==> src/rtl/systolic_sequencer.sv <==
`timescale 1ns/1ps
`default_nettype none
// ============================================================================
// Module   : systolic_sequencer
// Purpose  : Job sequencer for an H x W output-stationary systolic array.
//            Latches one A (H x K) / B (K x W) job, clears the array
//            accumulators, streams skewed operands into the row and column
//            lanes under per-lane valid/ready, waits for every cell to report
//            a result, captures the result matrix and hands it to a consumer.
// Ports    : clk_i / reset_i        clock, synchronous active-high reset
//            start_i / ready_o      job request / idle indication
//            a_i, b_i               operand matrices (element (r,k) at r+k*H,
//                                   element (k,c) at k+c*K)
//            en_o, flush_o          array enable, accumulator clear
//            row_o/_valid_o/_ready_i    row operand lanes
//            col_o/_valid_o/_ready_i    column operand lanes
//            z_i, z_valid_i, z_yumi_o   array results in, consume strobe out
//            c_o, c_valid_o, c_yumi_i   captured product out to consumer
//            err_o                  sticky result-wait timeout flag
// Revision : 1.0 - initial release
// ============================================================================
module systolic_sequencer #(
    parameter int width_p        = 32,
    parameter int array_height_p = 2,
    parameter int array_width_p  = 2,
    parameter int k_p            = 2,
    parameter int timeout_p      = 16
) (
    input  logic                                            clk_i,
    input  logic                                            reset_i,
    input  logic                                            start_i,
    output logic                                            ready_o,
    input  logic [width_p*array_height_p*k_p-1:0]           a_i,
    input  logic [width_p*k_p*array_width_p-1:0]            b_i,
    output logic                                            en_o,
    output logic [array_height_p-1:0]                       flush_o,
    output logic [width_p*array_height_p-1:0]               row_o,
    output logic [array_height_p-1:0]                       row_valid_o,
    input  logic [array_height_p-1:0]                       row_ready_i,
    output logic [width_p*array_width_p-1:0]                col_o,
    output logic [array_width_p-1:0]                        col_valid_o,
    input  logic [array_width_p-1:0]                        col_ready_i,
    input  logic [width_p*array_height_p*array_width_p-1:0] z_i,
    input  logic [array_height_p*array_width_p-1:0]         z_valid_i,
    output logic [array_height_p*array_width_p-1:0]         z_yumi_o,
    output logic [width_p*array_height_p*array_width_p-1:0] c_o,
    output logic                                            c_valid_o,
    input  logic                                            c_yumi_i,
    output logic                                            err_o
);

    localparam int C_H      = array_height_p;
    localparam int C_W      = array_width_p;
    localparam int C_K      = k_p;
    localparam int C_HW     = C_H * C_W;
    localparam int C_MAX_HW = (C_H > C_W) ? C_H : C_W;
    // Number of feed steps needed for the last skewed operand to enter.
    localparam int C_STEPS  = C_K + C_MAX_HW - 1;
    localparam int C_T_W    = (C_STEPS > 1) ? $clog2(C_STEPS) : 1;
    localparam int C_CNT_W  = (timeout_p > 1) ? $clog2(timeout_p) : 1;
    localparam logic [C_T_W-1:0]   C_T_LAST   = C_T_W'(C_STEPS - 1);
    localparam logic [C_CNT_W-1:0] C_CNT_LAST = C_CNT_W'(timeout_p - 1);

    typedef enum logic [2:0] {
        ST_IDLE  = 3'd0,
        ST_FLUSH = 3'd1,
        ST_FEED  = 3'd2,
        ST_WAIT  = 3'd3,
        ST_DRAIN = 3'd4,
        ST_DONE  = 3'd5
    } state_t;

    state_t                          state_q,     state_d;
    logic [C_T_W-1:0]                t_q,         t_d;
    logic [C_CNT_W-1:0]              wcnt_q,      wcnt_d;
    logic [width_p*C_H*C_K-1:0]      a_q,         a_d;
    logic [width_p*C_K*C_W-1:0]      b_q,         b_d;
    logic [width_p*C_HW-1:0]         c_q,         c_d;
    logic                            c_valid_q,   c_valid_d;
    logic                            err_q,       err_d;
    logic                            ready_q,     ready_d;
    logic                            en_q,        en_d;
    logic [C_H-1:0]                  flush_q,     flush_d;
    logic [width_p*C_H-1:0]          row_q,       row_d;
    logic [C_H-1:0]                  row_valid_q, row_valid_d;
    logic [width_p*C_W-1:0]          col_q,       col_d;
    logic [C_W-1:0]                  col_valid_q, col_valid_d;
    logic [C_HW-1:0]                 z_yumi_q,    z_yumi_d;

    logic                            feed_fire;
    int                              t_int;
    int                              idx;

    always_comb begin
        state_d     = state_q;
        t_d         = t_q;
        wcnt_d      = wcnt_q;
        a_d         = a_q;
        b_d         = b_q;
        c_d         = c_q;
        c_valid_d   = c_valid_q;
        err_d       = err_q;
        row_d       = '0;
        row_valid_d = '0;
        col_d       = '0;
        col_valid_d = '0;
        t_int       = 0;
        idx         = 0;

        // A step is taken only when no presented lane is back-pressured.
        feed_fire = ~|(row_valid_q & ~row_ready_i) && ~|(col_valid_q & ~col_ready_i);

        case (state_q)
            ST_IDLE: begin
                if (start_i) begin
                    a_d     = a_i;
                    b_d     = b_i;
                    err_d   = 1'b0;
                    t_d     = '0;
                    state_d = ST_FLUSH;
                end
            end
            ST_FLUSH: begin
                t_d     = '0;
                state_d = ST_FEED;
            end
            ST_FEED: begin
                if (feed_fire) begin
                    if (t_q == C_T_LAST) begin
                        wcnt_d  = '0;
                        state_d = ST_WAIT;
                    end else begin
                        t_d = t_q + C_T_W'(1);
                    end
                end
            end
            ST_WAIT: begin
                // Results take priority over a timeout landing in the same cycle.
                if (&z_valid_i) begin
                    c_d     = z_i;
                    state_d = ST_DRAIN;
                end else if (wcnt_q == C_CNT_LAST) begin
                    err_d   = 1'b1;
                    state_d = ST_IDLE;
                end else begin
                    wcnt_d = wcnt_q + C_CNT_W'(1);
                end
            end
            ST_DRAIN: begin
                c_valid_d = 1'b1;
                state_d   = ST_DONE;
            end
            ST_DONE: begin
                if (c_yumi_i) begin
                    c_valid_d = 1'b0;
                    state_d   = ST_IDLE;
                end
            end
            default: begin
                state_d = ST_IDLE;
            end
        endcase

        // Outputs are derived from the next state so they appear registered
        // in the same cycle as the state they belong to.
        ready_d  = (state_d == ST_IDLE);
        en_d     = (state_d == ST_FLUSH) || (state_d == ST_FEED) ||
                   (state_d == ST_WAIT)  || (state_d == ST_DRAIN);
        flush_d  = {C_H{state_d == ST_FLUSH}};
        z_yumi_d = {C_HW{state_d == ST_DRAIN}};

        // Skewed operand presentation: lane r/c lags the step counter by its
        // own index so operands meet in the correct cell.
        if (state_d == ST_FEED) begin
            t_int = int'(t_d);
            for (int r = 0; r < C_H; r++) begin
                idx = t_int - r;
                if (idx >= 0 && idx < C_K) begin
                    row_d[r*width_p +: width_p] = a_d[(r + idx*C_H)*width_p +: width_p];
                    row_valid_d[r]              = 1'b1;
                end
            end
            for (int c = 0; c < C_W; c++) begin
                idx = t_int - c;
                if (idx >= 0 && idx < C_K) begin
                    col_d[c*width_p +: width_p] = b_d[(idx + c*C_K)*width_p +: width_p];
                    col_valid_d[c]              = 1'b1;
                end
            end
        end
    end

    always_ff @(posedge clk_i) begin
        if (reset_i) begin
            state_q     <= ST_IDLE;
            t_q         <= '0;
            wcnt_q      <= '0;
            a_q         <= '0;
            b_q         <= '0;
            c_q         <= '0;
            c_valid_q   <= 1'b0;
            err_q       <= 1'b0;
            ready_q     <= 1'b1;
            en_q        <= 1'b0;
            flush_q     <= '0;
            row_q       <= '0;
            row_valid_q <= '0;
            col_q       <= '0;
            col_valid_q <= '0;
            z_yumi_q    <= '0;
        end else begin
            state_q     <= state_d;
            t_q         <= t_d;
            wcnt_q      <= wcnt_d;
            a_q         <= a_d;
            b_q         <= b_d;
            c_q         <= c_d;
            c_valid_q   <= c_valid_d;
            err_q       <= err_d;
            ready_q     <= ready_d;
            en_q        <= en_d;
            flush_q     <= flush_d;
            row_q       <= row_d;
            row_valid_q <= row_valid_d;
            col_q       <= col_d;
            col_valid_q <= col_valid_d;
            z_yumi_q    <= z_yumi_d;
        end
    end

    assign ready_o     = ready_q;
    assign en_o        = en_q;
    assign flush_o     = flush_q;
    assign row_o       = row_q;
    assign row_valid_o = row_valid_q;
    assign col_o       = col_q;
    assign col_valid_o = col_valid_q;
    assign z_yumi_o    = z_yumi_q;
    assign c_o         = c_q;
    assign c_valid_o   = c_valid_q;
    assign err_o       = err_q;

endmodule
`default_nettype wire

==> config.mk <==
export PLATFORM = sky130hd
export DESIGN_NAME = systolic_sequencer
export DESIGN_NICKNAME = d
export VERILOG_FILES = /design/src/rtl/systolic_sequencer.sv
export SDC_FILE = /design/constraint.sdc
export NUM_CORES = 1
export LEC_CHECK = 0
export CAP_MARGIN = 5
export CORE_AREA = 4 4 260 262
export CTS_CLUSTER_DIAMETER = 150
export DETAILED_ROUTE_END_ITERATION = 7
export DIE_AREA = 0 0 264 266
export PLACE_DENSITY = 0.61
export SYNTH_ARGS = -nofsm -noshare
export SYNTH_HDL_FRONTEND = slang
export SYNTH_SLANG_ARGS = --single-unit
==> constraint.sdc <==
create_clock -name clk_i -period 3.5 [get_ports clk_i]
set_input_delay 0.7 -clock clk_i [delete_from_list [all_inputs] [get_ports clk_i]]
set_output_delay 0.7 -clock clk_i [all_outputs]
set_load 0.03 [all_outputs]
==> flow_summary.toml, run 1 <==
[finish]
finalNonFillerCells = 3478
final_util_pct = 43.7
multiInputGateArea_sq_um = 7930
layout.area.seq_sq_um = 10600
fill_cells = 6271
synthToLayoutAreaGrowth_pct = 48.0
final_nets = 2958
drive_above_1_share_pct = 8.70

[placement]
hpwlAfterDp_um = 46300
dp_cells = 3362
io_buffers = 665
gp_congestion = 0.838

[critical_path]
crit_path_end_kind = "flip-flop"
startpoint_type = "flip-flop"
crit_chain = "or3b_1 -> nor3_2 -> a221o_4 -> clkinv_2 -> ha_1 -> nand2b_1 -> or4_4 -> buf_12 -> a211oi_1"
worst_path_max_delay_cell = "dfxtp_1"
arrival_ps = 3540
crit_path_max_fanout = 32
critPathRequiredTime_ps = 3980
max_stage_delay_ps = 530
crit_type = "flip-flop to flip-flop"

[die]
die_area_sq_um = 70200
core_sq_um = 65400
fp.dieH_um = 266
die_w_um = 264
io_pins = 666
initial_core_util_pct = 29.6
rows = 94

[sta]
finalHoldViolCount = 0
setup_tns_ps = 0
fin_skew_ps = 26.7
worst_pin_slew_ps = 1050
max_freq_mhz = 327
max-slew-margin-rel_pct = 29.9
timing.final.crit_share_pct = 87.4
finalSetupViolCount = 0
min_period_ps = 3060
slew_viol_final = 0
rsz0062_at_grt = "false"

[global_routing]
grt_overflow = 0
track_usage_pct = 17.4
grt_pass1_vias = 16521
antenna_found_initial = 17
grt_start_max_net_pins = 191
grt_pass1_wl_um = 97100

[clock_network]
postCtsHoldBufs = 0
cts_tree = "done"
insertion_delay_ps = 600
h-tree-depth = 2
post_cts_buffers = 0
clock_sinks = 529
clkTransAtPathRegs_ps = 60
root_buffer = "clkbuf_16"
cts_repair_resize_count = 0
clk_path_buf_depth = 3
cts-buffers-inserted = 57

[drt]
ant_nets = 0
post_drt_wl_per_cell_um = 18.6
vias_per_cell = 4.61
drc = 0
num_vias = 16042
drtIter0Drc = 910
dr.pass1.iters = 5
drt-total-wl_um = 64700

[run_status]
status = "completed"

[power_and_ir_drop]
power_density_nw_per_um2 = 493
leakagePower_nw = 10.5
ir_drop_uv = 381

[logic_synthesis]
netlist_area_sq_um = 19300
synth_cell_types = 50
yosys_warnings = 0
synth_edf_count = 0
synth_nets = 2354
yosysSeqAreaShare_pct = 54.8
synth-seq-cells = 529
postSynthCellCount = 1953
postSynthAreaPerCell_sq_um = 9.90
synth_ff_type = "dfxtp_1"
async_reset_ff_share_pct = 0

[run]
max_cap_viol_count = 0

[worst_hold_path]
worstHoldPathType = "flip-flop to flip-flop"
cell usage after synthesis (3+ instances only):
master | n | area [sq um]
nor2_1 | 240 | 901
inv_1 | 9 | 33.8
a21oi_1 | 164 | 821
or3_1 | 3 | 18.8
nor2b_1 | 57 | 357
o211ai_1 | 29 | 218
and3_1 | 3 | 18.8
buf_6 | 5 | 56.3
ha_1 | 5 | 62.6
a211oi_1 | 70 | 526
clkbuf_1 | 83 | 312
mux2i_1 | 200 | 2000
nand2_1 | 263 | 987
buf_4 | 31 | 233
mux2_2 | 56 | 631
buf_2 | 32 | 160
a211oi_2 | 30 | 375
and2_1 | 74 | 463
dfxtp_1 | 529 | 10600
a211o_1 | 28 | 245
buf_1 | 5 | 18.8
nand3_1 | 3 | 15.0
where the power goes:
group	internal (mW)	total, mW	leakage, nW	switching [mW]
combinational	0.937	1.87	5.24	0.933
sequential	6.28	6.35	4.31	0.0730
clock	3.47	5.89	0.904	2.43
total	10.7	14.1	10.5	3.43
through the flow:
step	setup WS [ps]	area [sq um]	hold WS, ps	total power, mW
2_1_floorplan	438	19300	449	7.54
3_3_place_gp	81.7	26700	441	8.33
3_5_place_dp	24.8	26700	446	8.37
4_1_cts	422	28600	435	14.3
5_1_grt	296	28600	475	14.7
6_report	440	28600	452	14.1
metal layers:
metal  global-route usage [%]  share of wire, %
met1                     20.2                39
met2                     30.7                50
met3                     5.17               7.6
met4                     6.27               3.0
met5                        0             0.012
layout by cell type, fill, tap and decap left out, drive strengths merged, types with 2 or more instances in the layout:
cell type        n
nor2           240
clkdlybuf4s50  664
mux2            56
ha               5
a21oi          164
nand2          263
mux2i          200
a211oi         100
nand2b           2
o21ai            3
clkinv          12
and2            74
nor3             3
clkinvlp         3
bufinv           3
xor2             2
nor2b           57
clkbuf          81
a21boi           2
inv             12
nand3            3
o211ai          29
or3              3
dfxtp          529
nor4             2
buf             38
a211o           28
and3             3
diode           16
worst paths after layout:
kind	from	to	slack, ps	cells past startpoint
worst max register to register	state_q[1]	row_o[57]	440	9
worst max-delay path	state_q[1]	row_o[57]	440	9
worst min-delay path	c_o[13]	c_o[13]	450	2
worst min register to register	c_o[13]	c_o[13]	450	2
area by class of cell:
| cell class | instances | area share [%] |
|---|---|---|
| clock buffer | 81 | 5.76 |
| clock inverter | 19 | 0.647 |
| multi-input combinational | 1256 | 27.7 |
| tap | 864 | 3.78 |
| sequential | 529 | 37.0 |
| timing repair buffer | 702 | 24.8 |
| antenna | 16 | 0.140 |
| inverter | 11 | 0.149 |
sequential cells by signal, summed over array words and instances (netlist names), 2 cells and up:
register / flops
state_q: 3
row_o: 64
col_o: 64
t_q: 2
col_valid_o: 2
c_o: 128
a_q: 128
b_q: 128
wcnt_q: 4
critical path, delay by kind of cell, from the launching register on:
kind	cells	cell delay, ps
AND/OR/NAND/NOR	4	1400
flip-flops	1	530
AO/OA/AOI/OAI	2	520
buffers and inverters	2	290
adder cells (fa/ha/maj)	1	180
cells by family (layout without fill, tap and decap cells):
family / Yosys count / after routing / synth area share (%)
AND/OR/NAND/NOR: 658 / 658 / 14.9
flip-flops: 529 / 529 / 54.8
AO/OA/AOI/OAI: 334 / 334 / 11.9
multiplexers: 256 / 256 / 13.6
buffers and inverters: 168 / 813 / 4.32
adder cells (fa/ha/maj): 5 / 5 / 0.324
XOR/XNOR: 3 / 3 / 0.136
other: 0 / 16 / 0
No activity file was read; power rests on OpenSTA's default activity.
==> run 2, diff against run 1 <==
SKIP_LAST_GASP = 1   (was default)
==> results of run 2 <==
Final layout, timing and power as in run 1 (identical DEF).
